File: config.mk
export PLATFORM = sky130hd
export DESIGN_NAME = regfile_rename
export DESIGN_NICKNAME = d
export VERILOG_FILES = /design/src/rtl/regfile_rename.sv
export SDC_FILE = /design/constraint.sdc
export NUM_CORES = 2
export LEC_CHECK = 0
export ABC_AREA = 1
export CAP_MARGIN = 20
export CORE_AREA = 2 2 352 493
export CTS_BUF_LIST = sky130_fd_sc_hd__clkbuf_8 sky130_fd_sc_hd__clkbuf_16
export CTS_CLUSTER_SIZE = 28
export DETAILED_ROUTE_END_ITERATION = 8
export DIE_AREA = 0 0 354 495
export GPL_ROUTABILITY_DRIVEN = 0
export PLACE_DENSITY = 0.62
export SLEW_MARGIN = 25
export SYNTH_ARGS = -nofsm -noshare
export SYNTH_HDL_FRONTEND = slang
export SYNTH_SLANG_ARGS = --single-unit
File: constraint.sdc
create_clock -name clk_in -period 71.8 [get_ports clk_in]
set_input_delay 10.77 -clock clk_in [delete_from_list [all_inputs] [get_ports clk_in]]
set_output_delay 10.77 -clock clk_in [all_outputs]
set_load 0.02 [all_outputs]
File: src/rtl/regfile_rename.sv
// regfile_rename: architectural register file with a rename tag per register.
//   Decoder renames rd to a ROB entry (busy + tag). A ROB commit writes the
//   value and releases busy only if the committing entry is still the newest
//   producer. clear_all drops every in-flight rename. Two combinational read
//   ports forward a same-cycle commit so dispatch needs no bubble.
// Ports:
//   clk_in, rst_in (async, active-high), rdy_in (low = hold all state)
//   rename_en/rename_rd/rename_rob_id      : decoder rename of rd
//   rs1_id/rs2_id -> rsN_busy/tag/value    : operand lookups
//   commit_en/commit_rd/commit_rob_id/commit_value : ROB commit write
//   clear_all                              : flush all renames
//   busy_count                             : registered number of busy regs

module regfile_rename_rdport #(
  parameter int REG_NUM       = 32,
  parameter int REG_ID_BIT    = 5,
  parameter int ROB_WIDTH_BIT = 4,
  parameter int XLEN          = 32
) (
  input  logic                                   i_rdy,
  input  logic                                   i_commit_en,
  input  logic [REG_ID_BIT-1:0]                  i_commit_rd,
  input  logic [ROB_WIDTH_BIT-1:0]               i_commit_rob_id,
  input  logic [XLEN-1:0]                        i_commit_value,
  input  logic [REG_ID_BIT-1:0]                  i_rs_id,
  input  logic [REG_NUM-1:0]                     i_busy,
  input  logic [REG_NUM-1:0][ROB_WIDTH_BIT-1:0]  i_tag,
  input  logic [REG_NUM-1:0][XLEN-1:0]           i_value,
  output logic                                   o_busy,
  output logic [ROB_WIDTH_BIT-1:0]               o_tag,
  output logic [XLEN-1:0]                        o_value
);
  logic w_fwd;

  // Forward only while the commit will actually land this edge.
  assign w_fwd = i_rdy && i_commit_en && (i_commit_rd == i_rs_id);

  always_comb begin
    o_busy  = 1'b0;
    o_tag   = '0;
    o_value = '0;
    if (i_rs_id != '0) begin
      o_busy  = i_busy[i_rs_id];
      o_tag   = i_tag[i_rs_id];
      o_value = i_value[i_rs_id];
      if (w_fwd) begin
        o_value = i_commit_value;
        // Only the newest producer's commit makes the operand ready.
        if (i_busy[i_rs_id] && (i_tag[i_rs_id] == i_commit_rob_id))
          o_busy = 1'b0;
      end
    end
  end
endmodule

module regfile_rename #(
  parameter int REG_NUM       = 32,
  parameter int REG_ID_BIT    = 5,
  parameter int ROB_WIDTH_BIT = 4,
  parameter int XLEN          = 32
) (
  input  logic                     clk_in,
  input  logic                     rst_in,
  input  logic                     rdy_in,
  input  logic                     rename_en,
  input  logic [REG_ID_BIT-1:0]    rename_rd,
  input  logic [ROB_WIDTH_BIT-1:0] rename_rob_id,
  input  logic [REG_ID_BIT-1:0]    rs1_id,
  input  logic [REG_ID_BIT-1:0]    rs2_id,
  output logic                     rs1_busy,
  output logic [ROB_WIDTH_BIT-1:0] rs1_tag,
  output logic [XLEN-1:0]          rs1_value,
  output logic                     rs2_busy,
  output logic [ROB_WIDTH_BIT-1:0] rs2_tag,
  output logic [XLEN-1:0]          rs2_value,
  input  logic                     commit_en,
  input  logic [REG_ID_BIT-1:0]    commit_rd,
  input  logic [ROB_WIDTH_BIT-1:0] commit_rob_id,
  input  logic [XLEN-1:0]          commit_value,
  input  logic                     clear_all,
  output logic [REG_ID_BIT:0]      busy_count
);
  localparam int NUM_PORTS = 2;

  logic [REG_NUM-1:0]                    r_busy;
  logic [REG_NUM-1:0][ROB_WIDTH_BIT-1:0] r_tag;
  logic [REG_NUM-1:0][XLEN-1:0]          r_value;
  logic [REG_ID_BIT:0]                   r_busy_count;

  logic [REG_NUM-1:0]                    w_busy_nxt;
  logic [REG_NUM-1:0][ROB_WIDTH_BIT-1:0] w_tag_nxt;
  logic [REG_ID_BIT:0]                   w_cnt_nxt;
  logic                                  w_commit_wr;
  logic                                  w_rename_wr;

  assign w_commit_wr = commit_en && (commit_rd != '0);
  assign w_rename_wr = rename_en && (rename_rd != '0) && !clear_all;

  // Priority: commit release, then rename (a younger producer wins), then
  // flush clears everything. Tags survive a flush untouched.
  always_comb begin
    w_busy_nxt = r_busy;
    w_tag_nxt  = r_tag;
    if (w_commit_wr && r_busy[commit_rd] && (r_tag[commit_rd] == commit_rob_id))
      w_busy_nxt[commit_rd] = 1'b0;
    if (w_rename_wr) begin
      w_busy_nxt[rename_rd] = 1'b1;
      w_tag_nxt[rename_rd]  = rename_rob_id;
    end
    if (clear_all)
      w_busy_nxt = '0;
    w_busy_nxt[0] = 1'b0;
  end

  // busy_count tracks the post-edge busy vector so it is exact every cycle.
  always_comb begin
    w_cnt_nxt = '0;
    for (int i = 1; i < REG_NUM; i++)
      w_cnt_nxt = w_cnt_nxt + (REG_ID_BIT+1)'(w_busy_nxt[i]);
  end

  always_ff @(posedge clk_in or posedge rst_in) begin
    if (rst_in) begin
      r_busy       <= '0;
      r_tag        <= '0;
      r_value      <= '0;
      r_busy_count <= '0;
    end else if (rdy_in) begin
      r_busy       <= w_busy_nxt;
      r_tag        <= w_tag_nxt;
      r_busy_count <= w_cnt_nxt;
      // Value is written even on a tag mismatch; busy still guards readers.
      if (w_commit_wr)
        r_value[commit_rd] <= commit_value;
    end
  end

  assign busy_count = r_busy_count;

  logic [NUM_PORTS-1:0][REG_ID_BIT-1:0]    w_rs_id;
  logic [NUM_PORTS-1:0]                    w_rd_busy;
  logic [NUM_PORTS-1:0][ROB_WIDTH_BIT-1:0] w_rd_tag;
  logic [NUM_PORTS-1:0][XLEN-1:0]          w_rd_value;

  assign w_rs_id = {rs2_id, rs1_id};

  for (genvar g = 0; g < NUM_PORTS; g++) begin : g_rd
    regfile_rename_rdport #(
      .REG_NUM(REG_NUM), .REG_ID_BIT(REG_ID_BIT),
      .ROB_WIDTH_BIT(ROB_WIDTH_BIT), .XLEN(XLEN)
    ) u_rd (
      .i_rdy          (rdy_in),
      .i_commit_en    (commit_en),
      .i_commit_rd    (commit_rd),
      .i_commit_rob_id(commit_rob_id),
      .i_commit_value (commit_value),
      .i_rs_id        (w_rs_id[g]),
      .i_busy         (r_busy),
      .i_tag          (r_tag),
      .i_value        (r_value),
      .o_busy         (w_rd_busy[g]),
      .o_tag          (w_rd_tag[g]),
      .o_value        (w_rd_value[g])
    );
  end

  assign rs1_busy  = w_rd_busy[0];
  assign rs1_tag   = w_rd_tag[0];
  assign rs1_value = w_rd_value[0];
  assign rs2_busy  = w_rd_busy[1];
  assign rs2_tag   = w_rd_tag[1];
  assign rs2_value = w_rd_value[1];
endmodule

# Yosys cells after proc, flatten, opt, wreduce, memory -nomap -nowiden

Cells that the tools add are included.

Register bits after elaboration: 1,189
Word-level logic and storage cells: 170

Add/subtract/negate cells: 30
Magnitude comparators: 6
Equality and inequality tests: 5
Multiplexer cells: 41
Bitwise gates (word level): 3
Reductions and logical operators: 19

Operators with widths:

| operator                                                          | number |
|---|---|
| bitwise mux 1024 bit                                              | 1 |
| binary-select mux 32 bit (select 5 bit)                           | 2 |
| two-way mux 32 bit                                                | 10 |
| demux 32 bit (select 5 bit)                                       | 1 |
| adder 6 x 1 -> 6 bit                                              | 25 |
| bitwise mux 128 bit                                               | 1 |
| binary-select mux 4 bit (select 5 bit)                            | 3 |
| bitwise AND 32 bit                                                | 1 |
| NOT 32 bit                                                        | 1 |
| OR 32 bit                                                         | 1 |
| < comparator 5 x 6 -> 1 bit, second input constant                | 4 |
| two-way mux 4 bit                                                 | 6 |
| demux 4 bit (select 5 bit)                                        | 1 |
| nonzero test 5 bit                                                | 4 |
| binary-select mux 1 bit (select 5 bit)                            | 3 |
| == test 4 bit                                                     | 3 |
| logical AND 1 bit                                                 | 12 |
| two-way mux 1 bit                                                 | 11 |
| demux 1 bit (select 5 bit)                                        | 2 |
| == test 5 bit                                                     | 2 |
| greater-or-equal comparator 5 x 1 -> 1 bit, second input constant | 2 |
| adder 5 x 1 -> 6 bit                                              | 1 |
| adder 4 x 1 -> 5 bit                                              | 1 |
| adder 3 x 1 -> 4 bit                                              | 1 |
| 4 further kinds                                                   | 5 |

# Longest topological paths before layout

Depth in word-level cells: 40
Mapped depth: 37
Depth with buffers taken out: 34

# By module

Synthesis repeated with hierarchy kept, for this count alone.

Cells, all modules: 9,504
Area, all modules: 68,112.8 um^2

Modules (own cells, without submodules):

| module                | times used | cells each | area each (um^2) |
|---|---|---|---|
| regfile_rename        | 1          | 4,734      | 45,836.5 |
| regfile_rename_rdport | 2          | 2,385      | 11,138.2 |

# Least setup slack after synthesis

Ideal clock, no wire load.

Path kind: in2out
From: input port rs1_id[0]
To: output port rs1_value[29]
Arrival: 12.627 ns
Data required time: 61.030 ns
Path slack: 48.403 ns
Stages on the path: 11
Buffers on the path: 4
Cells stage by stage: buf_2 > clkinv_1 > buf_2 > buf_2 > clkbuf_1 > nor2_1 > o211ai_1 > nand3_1 > nand3_1 > a21oi_1 > a211oi_1

Cells in the longest elaborated chain, start to end: 4
Elaborated cells between the ends (all ways): 7
Classes of those cells: eq/ne: 1; mux: 4; reduce/logical: 2

RTL lines:

| element                                                                       | RTL line | source |
|---|---|---|
| start, declared                                                               | 68       | `input logic [REG_ID_BIT-1:0] rs1_id,` |
| binary-select mux 32 bit (select 5 bit) or == test 5 bit (tied branches)      | 45, 36   |  |
| two-way mux 32 bit (implied by the code) or logical AND 1 bit (tied branches) | 45, 36   |  |
| two-way mux 32 bit                                                            | 46       | `if (w_fwd) begin` |
| two-way mux 32 bit (*)                                                        | 42       | `if (i_rs_id != '0) begin` |
| end, declared                                                                 | 72       | `output logic [XLEN-1:0] rs1_value,` |

Mark *: on every way between the ends. The rest lies on a longest branch, timed or not. The select of a mux whose other input is x is not followed.

# Worst setup path in the final report

From: input port rs2_id[0]
To: output port rs2_value[9]

Cells in the longest elaborated chain, start to end: 4
Elaborated cells between the ends (all ways): 7
Classes of those cells: eq/ne: 1; mux: 4; reduce/logical: 2

RTL lines:

| element                                                                       | RTL line | source |
|---|---|---|
| start, declared                                                               | 69       | `input logic [REG_ID_BIT-1:0] rs2_id,` |
| binary-select mux 32 bit (select 5 bit) or == test 5 bit (tied branches)      | 45, 36   |  |
| two-way mux 32 bit (implied by the code) or logical AND 1 bit (tied branches) | 45, 36   |  |
| two-way mux 32 bit                                                            | 46       |  |
| two-way mux 32 bit (*)                                                        | 42       |  |
| end, declared                                                                 | 75       | `output logic [XLEN-1:0] rs2_value,` |

Marked as above.

==> out/qor.yml <==
setup_path:
  crit_required_ns: 61.03
  r2r_slack_ns: 64.52
  worst_r2r_endpoint: "busy_count[4]"
  end_kind: "output pin"
  crit_end: "rs2_value[9]"
  startpoint: "rs2_id[0]"
  crit_type: "in2out"
  r2r_start: "r_tag[107]"
  startpoint_type: "input pin"
  crit_fanout: 102
  reg2reg_depth: 32
  worstPathArrival_ns: 15.69
drt:
  drt_iter0_drc: 9387
  vias_per_cell: 6.11
  drt.antenna.violating_nets: 0
  wl_per_cell_um: 24.6
  drc: 7
  dr.pass1.iters: 9
  via_count: 69000
  drt_wl_total_um: 278000
logic_synthesis:
  synth_ff_type: "dfrtp_1"
  synth-xor-area-share_pct: 0.0516
  synthTopCellsByArea: "dfrtp_1, o21ai_0, nand2_1, a21oi_1, clkbuf_1"
  async_flop_share_pct: 100
  synth_area_per_cell_um2: 7.21
  yosysTopAreaCell: "dfrtp_1"
  synth_seq_cells: 1189
  synthAdderAreaFrac_pct: 0.808
  synth_compound_area_share_pct: 28.7
  synth_simple_gate_area_share_pct: 18.0
  ys_seq_area_share_pct: 43.8
  synth_common_cells: "o21ai_0, nand2_1, dfrtp_1"
  synth_top_family_by_area: "compound AO/OA/AOI/OAI gates"
  synth.distinct_cells: 44
  synthesis.nets: 9505
  yosys_warnings: 0
  synth_top_cell_area_share_pct: 43.8
  post-synth-top-count-cell: "o21ai_0"
  syn_inst: 9409
  syn_area_um2: 67900
  synth_edf_count: 0
  synth_mux_area_share_pct: 0.0147
cells_and_area:
  multi_input_area_um2: 32700
  synthToLayoutAreaGrowth_pct: 9.82
  fillCellCount: 17300
  fin_util_pct: 43.5
  seqCellArea_um2: 29800
  drive_gt1_share_pct: 4.70
  finalNetCount: 9016
clocking:
  clock_path_buffers: 3
  post_cts_buffers: 0
  clock_latency_ns: 0.81
  cts_root_buffer: "clkbuf_16"
  cts_buffers: 131
  cts.repair.resized: 0
  cts_tree: "yes"
  ctsHoldBuffers: 0
  h-tree-depth: 4
  clock-sinks: 1189
  clk_pin_slew_ns: 0.06
min_path:
  hp-class: "reg2reg"
sta:
  layout_worst_path_cycle_share_pct: 36.9
  hold_viol: 0
  fin_crit_ns: 26.46
  finalSetupViolations: 0
  rsz0062_at_grt: "no"
  maxSlewViolCount: 0
  slew_headroom_pct: 22.9
  fmax_mhz: 37.8
  finClkSkew_ns: 0.0416
  setup-tns-final_ns: 0
  worst_slew_pin_slew_ns: 1.16
floorplan:
  die_y_um: 495
  num_rows: 180
  io_pins: 146
  die_x_um: 354
  coreArea_um2: 171000
  start_util_pct: 39.6
  fp.dieArea_um2: 175000
job:
  cap_violations: 0
global_routing:
  grt_pass1_vias: 63300
  gr-total-overflow: 0
  grt_use_total_pct: 31.1
  grt_max_degree: 173
  grt_first_pass_wirelength_um: 414000
  antenna_found_initial: 11
run_status:
  violations: "design-rule violations"
  status: "complete, but fails checks"
place:
  dp_hpwl_um: 154000
  portBuffers: 145
power_and_ir_drop:
  peakVddDrop_v: 0.0000217
  power_density_nw_per_um2: 24.4
  leakagePower_nw: 32.2
-- flip-flops by register name (all words and copies together), names as in the netlist --
name        cells
r_busy         31
r_tag         128
r_value      1024
busy_count      6
-- cells in the final DEF, fill, tap and decap left out, types with 7 or more instances in the layout --
| cell | instances |
|---|---|
| dfrtp_1 | 1189 |
| buf_6 | 13 |
| buf_12 | 7 |
| nor3_2 | 7 |
| o2111ai_1 | 33 |
| clkinv_1 | 8 |
| o221ai_1 | 69 |
| clkinv_2 | 26 |
| inv_2 | 14 |
| inv_1 | 590 |
| ha_1 | 7 |
| nor3_1 | 13 |
| a221oi_1 | 11 |
| a31oi_1 | 15 |
| clkbuf_8 | 27 |
| nand4_1 | 40 |
| nand3_1 | 368 |
| o22ai_1 | 85 |
| inv_6 | 7 |
| clkdlybuf4s50_1 | 133 |
| nand2_4 | 23 |
| nand2_1 | 2083 |
| clkbuf_16 | 136 |
| o21ai_0 | 2465 |
| a21oi_1 | 641 |
| a211oi_1 | 17 |
| nor2_1 | 517 |
| nand2_8 | 10 |
| fa_1 | 23 |
| bufinv_16 | 7 |
| o211ai_1 | 263 |
| buf_4 | 103 |
-- layer usage --
layer | GRT usage (%) | share of wire, % | up-vias
li1 | - | - | 30800
met1 | 41.8 | 40 | 32700
met2 | 46.8 | 43 | 4451
met3 | 7.12 | 12 | 961
met4 | 15.9 | 5.9 | 16
met5 | 0 | 0.044 | -
-- kinds of logic (layout without fill, tap and decap cells) --
| group | Yosys count | in the layout |
|---|---|---|
| AND/OR/NAND/NOR | 3076 | 3076 |
| XOR/XNOR | 4 | 4 |
| other | 0 | 1 |
| multiplexers | 1 | 1 |
| AO/OA/AOI/OAI | 3624 | 3624 |
| adder cells (fa/ha/maj) | 30 | 30 |
| buffers and inverters | 1485 | 1097 |
| flip-flops | 1189 | 1189 |
-- critical path: stages --
cell and delay (ns):
buf_8 0.43, buf_4 0.67, buf_4 0.63, buf_4 0.79
a21oi_1 0.14, o21ai_0 0.10, o211ai_1 0.11, nand2_1 0.11
a31oi_1 0.06, o32ai_1 0.89, a21oi_1 0.14, clkdlybuf4s50_1 0.63
-- metrics by stage --
| stage | cells | instance area [µm²] | hold WS (ns) | worst slack, ns | total power, mW |
|---|---|---|---|---|---|
| floorplan | 9409 | 67900 | 0.440 | 27.54 | 1.02 |
| global placement | 11100 | 69800 | 0.375 | 45.46 | 1.11 |
| detailed placement | 11100 | 69900 | 0.379 | 45.54 | 1.12 |
| CTS | 11300 | 74300 | 0.392 | 45.54 | 1.81 |
| global route | 11300 | 74500 | 0.402 | 45.20 | 1.90 |
| finish | 11300 | 74500 | 0.391 | 45.34 | 1.82 |
-- report_power, final --
group	internal [mW]	switching, mW
clock network	0.398	0.300
logic	0.101	0.212
registers	0.749	0.0555
total	1.25	0.567
-- final cells by class --
cell class	instances	area share, %
multi-input cells	6735	43.8
flip-flops and latches	1189	39.9
clock buffers	163	5.06
well taps	2275	3.82
repair buffers	268	3.49
inverters	595	3.05
clock inverters	71	0.804
diodes	1	0.00336
-- how the worst min path moves through the flow --
stage | depth (start not counted) | slack (ns) | end | startpoint
finish | 0 | 0.39 | r_value[27] | r_value[27]
global route | 0 | 0.40 | r_value[28] | r_value[28]
CTS | 0 | 0.39 | r_value[10] | r_value[10]
detailed placement | 0 | 0.38 | r_value[10] | r_value[10]
global placement | 0 | 0.38 | r_value[28] | r_value[28]
floorplan | 1 | 0.44 | r_value[0] | r_value[0]
Note: power is estimated with default switching activity, not from simulation.
